### config.mk
export PLATFORM = sky130hd
export DESIGN_NAME = tqvp_stevej_wdt_escalator_flat
export DESIGN_NICKNAME = d
export VERILOG_FILES = /design/src/rtl/wdt_pkg.sv /design/src/rtl/tqvp_stevej_wdt_escalator_if.sv /design/src/rtl/tqvp_stevej_wdt_escalator.sv /design/src/flat_wrapper.sv
export SDC_FILE = /design/constraint.sdc
export NUM_CORES = 1
export LEC_CHECK = 0
export ABC_AREA = 1
export BUFFER_PORTS_ARGS = -buffer_cell sky130_fd_sc_hd__buf_4
export CORE_MARGIN = 3
export CORE_UTILIZATION = 33
export DETAILED_ROUTE_END_ITERATION = 10
export PLACE_DENSITY = 0.57
export SLEW_MARGIN = 30
export SYNTH_ARGS = -nofsm -noshare
export SYNTH_HDL_FRONTEND = slang
export SYNTH_SLANG_ARGS = --single-unit
### constraint.sdc
create_clock -name clk -period 2.3 [get_ports clk]
set_clock_uncertainty 0.1 [all_clocks]
set_input_delay 0.115 -clock clk [delete_from_list [all_inputs] [get_ports clk]]
set_output_delay 0.115 -clock clk [all_outputs]
set_load 0.02 [all_outputs]
### src/rtl/wdt_pkg.sv
// Shared types and constants for the watchdog escalation stage.
package wdt_pkg;

  typedef enum logic [1:0] {
    StIdle    = 2'd0,
    StWarn    = 2'd1,
    StReset   = 2'd2,
    StHoldoff = 2'd3
  } wdt_state_e;

  localparam logic [5:0] AddrCtrl   = 6'h0;
  localparam logic [5:0] AddrGrace  = 6'h1;
  localparam logic [5:0] AddrPulse  = 6'h2;
  localparam logic [5:0] AddrStatus = 6'h3;
  localparam logic [5:0] AddrAck    = 6'h4;

  localparam int unsigned PulseWidth = 8;

endpackage

### src/rtl/tqvp_stevej_wdt_escalator_if.sv
// TinyQV peripheral register bus between the CPU side and the escalator.
interface tqvp_stevej_wdt_escalator_if;
  logic [5:0]  address;
  logic [31:0] data_in;
  logic [1:0]  data_write_n;
  logic [1:0]  data_read_n;
  logic [31:0] data_out;
  logic        data_ready;

  modport master (
    output address, data_in, data_write_n, data_read_n,
    input  data_out, data_ready
  );

  modport slave (
    input  address, data_in, data_write_n, data_read_n,
    output data_out, data_ready
  );
endinterface

### src/rtl/tqvp_stevej_wdt_escalator.sv
// Watchdog escalation: warning irq, grace period, then a fixed-width system reset pulse.
module tqvp_stevej_wdt_escalator
  import wdt_pkg::*;
(
  input  logic                          clk,
  input  logic                          rst,
  input  logic                          wdt_expired,
  tqvp_stevej_wdt_escalator_if.slave    bus,
  output logic                          irq_out,
  output logic                          sys_reset_out
);

  wdt_state_e            state_q, state_d;
  logic [31:0]           cnt_q, cnt_d;
  logic                  en_q, en_d;
  logic                  rst_en_q, rst_en_d;
  logic [31:0]           grace_q, grace_d;
  logic [PulseWidth-1:0] pulse_q, pulse_d;
  logic [7:0]            count_q, count_d;
  logic                  cause_q, cause_d;

  logic        wr_en, wr_ctrl, wr_grace, wr_pulse, wr_status, wr_ack, wr_disable;
  logic [31:0] pulse_len;
  logic        unused_read;

  assign unused_read = ^bus.data_read_n;

  assign wr_en      = (bus.data_write_n != 2'b11);
  assign wr_ctrl    = wr_en && (bus.address == AddrCtrl);
  assign wr_grace   = wr_en && (bus.address == AddrGrace);
  assign wr_pulse   = wr_en && (bus.address == AddrPulse);
  assign wr_status  = wr_en && (bus.address == AddrStatus);
  assign wr_ack     = wr_en && (bus.address == AddrAck);
  assign wr_disable = wr_ctrl && !bus.data_in[0];

  assign pulse_len = (pulse_q == '0) ? 32'd1 : {{(32 - PulseWidth){1'b0}}, pulse_q};

  always_ff @(posedge clk) begin
    if (rst) begin
      state_q  <= StIdle;
      cnt_q    <= '0;
      en_q     <= 1'b0;
      rst_en_q <= 1'b0;
      grace_q  <= '0;
      pulse_q  <= '0;
      count_q  <= '0;
      cause_q  <= 1'b0;
    end else begin
      state_q  <= state_d;
      cnt_q    <= cnt_d;
      en_q     <= en_d;
      rst_en_q <= rst_en_d;
      grace_q  <= grace_d;
      pulse_q  <= pulse_d;
      count_q  <= count_d;
      cause_q  <= cause_d;
    end
  end

  always_comb begin
    state_d  = state_q;
    cnt_d    = cnt_q;
    en_d     = en_q;
    rst_en_d = rst_en_q;
    grace_d  = grace_q;
    pulse_d  = pulse_q;
    count_d  = count_q;
    cause_d  = cause_q;

    if (wr_ctrl) begin
      en_d     = bus.data_in[0];
      rst_en_d = bus.data_in[1];
    end
    if (wr_grace) grace_d = bus.data_in;
    if (wr_pulse) pulse_d = bus.data_in[PulseWidth-1:0];
    // Clear first so a same-cycle increment or cause set below overrides it.
    if (wr_status) begin
      count_d = '0;
      cause_d = 1'b0;
    end

    unique case (state_q)
      StIdle: begin
        if (en_q && wdt_expired) begin
          state_d = StWarn;
          cnt_d   = grace_q;
          count_d = (count_q == 8'hff) ? count_q : count_q + 8'd1;
        end
      end
      StWarn: begin
        if (wr_disable) begin
          state_d = StIdle;
        end else if (wr_ack) begin
          state_d = StHoldoff;
        end else if (cnt_q != '0) begin
          cnt_d = cnt_q - 32'd1;
        end else if (rst_en_q) begin
          state_d = StReset;
          cnt_d   = pulse_len;
          cause_d = 1'b1;
        end
      end
      StReset: begin
        // Pulse always runs to completion; ack and disable are ignored here.
        cnt_d = cnt_q - 32'd1;
        if (cnt_q == 32'd1) state_d = StHoldoff;
      end
      StHoldoff: begin
        if (wr_disable || !wdt_expired) state_d = StIdle;
      end
      default: state_d = StIdle;
    endcase
  end

  always_comb begin
    bus.data_out = '0;
    case (bus.address)
      AddrCtrl:   bus.data_out = {30'b0, rst_en_q, en_q};
      AddrGrace:  bus.data_out = grace_q;
      AddrPulse:  bus.data_out = {{(32 - PulseWidth){1'b0}}, pulse_q};
      AddrStatus: bus.data_out = {14'b0, state_q, count_q, 7'b0, cause_q};
      default:    bus.data_out = '0;
    endcase
  end

  assign bus.data_ready = 1'b1;
  assign irq_out        = (state_q == StWarn);
  assign sys_reset_out  = (state_q == StReset);

endmodule

### src/flat_wrapper.sv
// flat-port wrapper written by rule: the top's interface ports become plain ports
module tqvp_stevej_wdt_escalator_flat import wdt_pkg::*;
  (clk, rst, wdt_expired, irq_out, sys_reset_out, bus_address, bus_data_in, bus_data_write_n, bus_data_read_n, bus_data_out, bus_data_ready);
  tqvp_stevej_wdt_escalator_if bus_i ();
  input  logic clk;
  input  logic rst;
  input  logic wdt_expired;
  output logic irq_out;
  output logic sys_reset_out;
  input wire logic [$bits(bus_i.address)-1:0] bus_address;
  input wire logic [$bits(bus_i.data_in)-1:0] bus_data_in;
  input wire logic [$bits(bus_i.data_write_n)-1:0] bus_data_write_n;
  input wire logic [$bits(bus_i.data_read_n)-1:0] bus_data_read_n;
  output wire logic [$bits(bus_i.data_out)-1:0] bus_data_out;
  output wire logic [$bits(bus_i.data_ready)-1:0] bus_data_ready;
  assign bus_i.address = bus_address;
  assign bus_i.data_in = bus_data_in;
  assign bus_i.data_write_n = bus_data_write_n;
  assign bus_i.data_read_n = bus_data_read_n;
  assign bus_data_out = bus_i.data_out;
  assign bus_data_ready = bus_i.data_ready;
  tqvp_stevej_wdt_escalator u_core (.clk(clk), .rst(rst), .wdt_expired(wdt_expired), .bus(bus_i), .irq_out(irq_out), .sys_reset_out(sys_reset_out));
endmodule
==> metrics <==
Distinct cells, synth=41; Critical Path AT=2.16 ns; Die W=129 µm; RSZ-0062 raised after global routing=no; Worst EP required=2.48 ns; fraction of layout cells with a size suffix above 1=15.9%; met2 wire length=6380 µm; Final Max Slew Viols=0; largest family of logic cells by synthesized area=simple AND/OR/NAND/NOR gates; post-CTS sizing=0; Final TNS setup=0 ns; multi-input logic area=0.00276 mm²; Placer Congestion=0.916; post-synth top area share=33.8%; antenna fix cells=0; # setup viols final=0; I/O Buffers=76; WL met3=566 µm; synthesized area=0.00503 mm²; Syn Nets=808; Final Hold Viols=0; CTS tree=built; Leak=0.00273 µW; clk sink count=85; outcome=finished, final reports clean; Storage cell area=0.00170 mm²; # DRC=0; Startpoint Class=flop; Detail Route Antenna Nets=0; largest cells by area after synthesis=dfxtp_1 34%, a21oi_1 10%, nand2_1 7.8%; num rows=44; drt wl/cell=14.0 µm; Clock transition at path regs=0.07 ns; Max Used Layer=met4; fin area=0.00638 mm²; largest net degree at the start of global routing=79; pwr/cell area=1680 mW/mm²; dpl hpwl=10,200 µm; Clk Latency, worst-skew pair=0.34 ns; Max VDD drop=1.01 mV; warnings from Yosys=0; Num CTS Buffers=9; first-pass GRT wire length=24,500 µm; HP Class=primary input to flop; Vias/cell=4.91; mean area per synthesized cell=6.67 µm²; vias in the first global route=4,910; Synth area leader=dfxtp_1; Synth top cells by count=105 x nand2_1, 103 x a21oi_1, 97 x nor2_1, 86 x inv_1, 85 x dfxtp_1; final net count=904; CP Max Fanout=7; async set-reset flop share out of synthesis=0%; Synth Register Bits=85; initial antenna violation count=0; CTS H-Tree Depth=3; core outline area=0.0147 mm²; Tcrit/Tclk final=86.4%; GRT overflow=0; DR vias=5,098; Starting DRT DRC Count=300; Area Overhead vs Synth=26.8%; Max Buffers Root-to-Sink=2; register area share after synthesis=33.8%; post-route insts no fill=1,039; CP Class=flop to flop; Synth Area in XOR/XNOR=3.48%; Metal-1 WL=7380 µm; f_max=503 MHz; simple-gate share of the synthesized area=26.7%; multiplexer share of the synthesized area=0%; CP endpoint kind=flop; cts hold-fix bufs=33; DRT Wirelength=14,600 µm; Root Buffer=clkbuf_16; max-cap violations=0; io pins=80; die area=0.0168 mm²; # Post-CTS Setup Buffers=0; Post-synth top flop=dfxtp_1; Fillers=1,560; dominant cell by count in the synthesized netlist=nand2_1; EDFF count, synth=0; Die H=129 µm; Mapped Cells=754; clock period minus worst slack=1.99 ns; Pre-antenna DRT Iters=5; starting density of the core=34.2%; Placed Cells incl. Taps=990; GRT Total Usage=18.1%; Placed Area=0.00574 mm²; Synth Area in Compound Gates=22.2%; Synth Area in Adders=2.24%
## area by class of cell
| class | instances | area share, % |
|---|---|---|
| multi-input cells | 540 | 43.2 |
| flip-flops and latches | 85 | 26.7 |
| repair buffers | 121 | 16.1 |
| inverters | 93 | 5.55 |
| well taps | 184 | 3.61 |
| clock buffers | 9 | 3.53 |
| clock inverters | 7 | 1.29 |
## cell usage in the layout (no fill, tap or decap), types with 2 or more instances in the layout
cell             n
xnor2_1          5
inv_2            4
nand2_2          5
a22oi_1          2
nand3b_1         3
nor2_4           3
nand4_1         16
dfxtp_1         85
inv_4            2
o21bai_1         2
o21ai_1         29
nor3_1           2
o22ai_1         17
buf_4           85
xor2_1          15
inv_1           86
a21oi_1        103
nand3_1         48
inv_8            2
nor2_2           9
buf_12           3
nand2_1        105
ha_1             9
dlygate4sd3_1   33
o21ai_0         58
clkbuf_16        9
nor2_1          97
## sequential cells by signal, indices dropped and copies added, names as in the netlist, named ones only
| register | count |
|---|---|
| u_core.cnt_q | 32 |
| u_core.state_q | 1 |
| u_core.grace_q | 32 |
| u_core.en_q | 1 |
| u_core.rst_en_q | 1 |
| u_core.cause_q | 1 |
| u_core.pulse_q | 8 |
| u_core.count_q | 8 |
## worst max-delay path, stage by stage (launching register included)
cell	delay, ns
dfxtp_1	0.38
inv_1	0.17
ha_1	0.16
inv_1	0.05
nor2_1	0.31
inv_1	0.14
nand3_1	0.13
nand2_1	0.08
inv_1	0.17
o21ai_0	0.11
a21oi_1	0.13
## metal layers
metal | vias to the layer above | track usage [%]
met5 | - | 0
met4 | 0 | 5.13
met3 | 16 | 2.89
met2 | 98 | 27.7
met1 | 2307 | 26.3
li1 | 2677 | -
## logic make-up after synthesis
group | count (synthesis)
AOI/OAI and AO/OA | 215
and+or+nand+nor | 295
xor gates and xnor gates | 20
other | 1
DFF | 85
buffers and inverters | 129
adders and majority gates | 9
## metrics by stage
step	hold WS [ns]	utilization (%)	total power (µW)	worst slack [ns]
final	0.130	43.4	10700	0.312
after global routing	0.155	43.4	11700	0.0462
after CTS	0.122	43.4	10700	0.330
after detailed placement	0.257	39.0	9050	0.356
after global placement	0.253	39.0	9070	0.330
after floorplan	0.150	-	7540	0.390
## worst paths after layout
path | start | end | slack, ns | cells after the start
setup reg to reg | u_core.state_q[0]$_SDFFE_PP0P_ | u_core.count_q[2]$_SDFFE_PP0P_ | 0.31 | 10
hold / removal | bus_address[0] | u_core.rst_en_q$_SDFFE_PP0N_ | 0.13 | 5
hold reg to reg | u_core.count_q[5]$_SDFFE_PP0P_ | u_core.count_q[5]$_SDFFE_PP0P_ | 0.36 | 2
setup / recovery | u_core.state_q[0]$_SDFFE_PP0P_ | u_core.count_q[2]$_SDFFE_PP0P_ | 0.31 | 10
## report_power, final
part | internal [µW] | switching (µW)
sequential | 1760 | 362
clock | 862 | 672
combinational | 2550 | 4480
total | 5180 | 5510
Power figures use the tool's default switching activity.
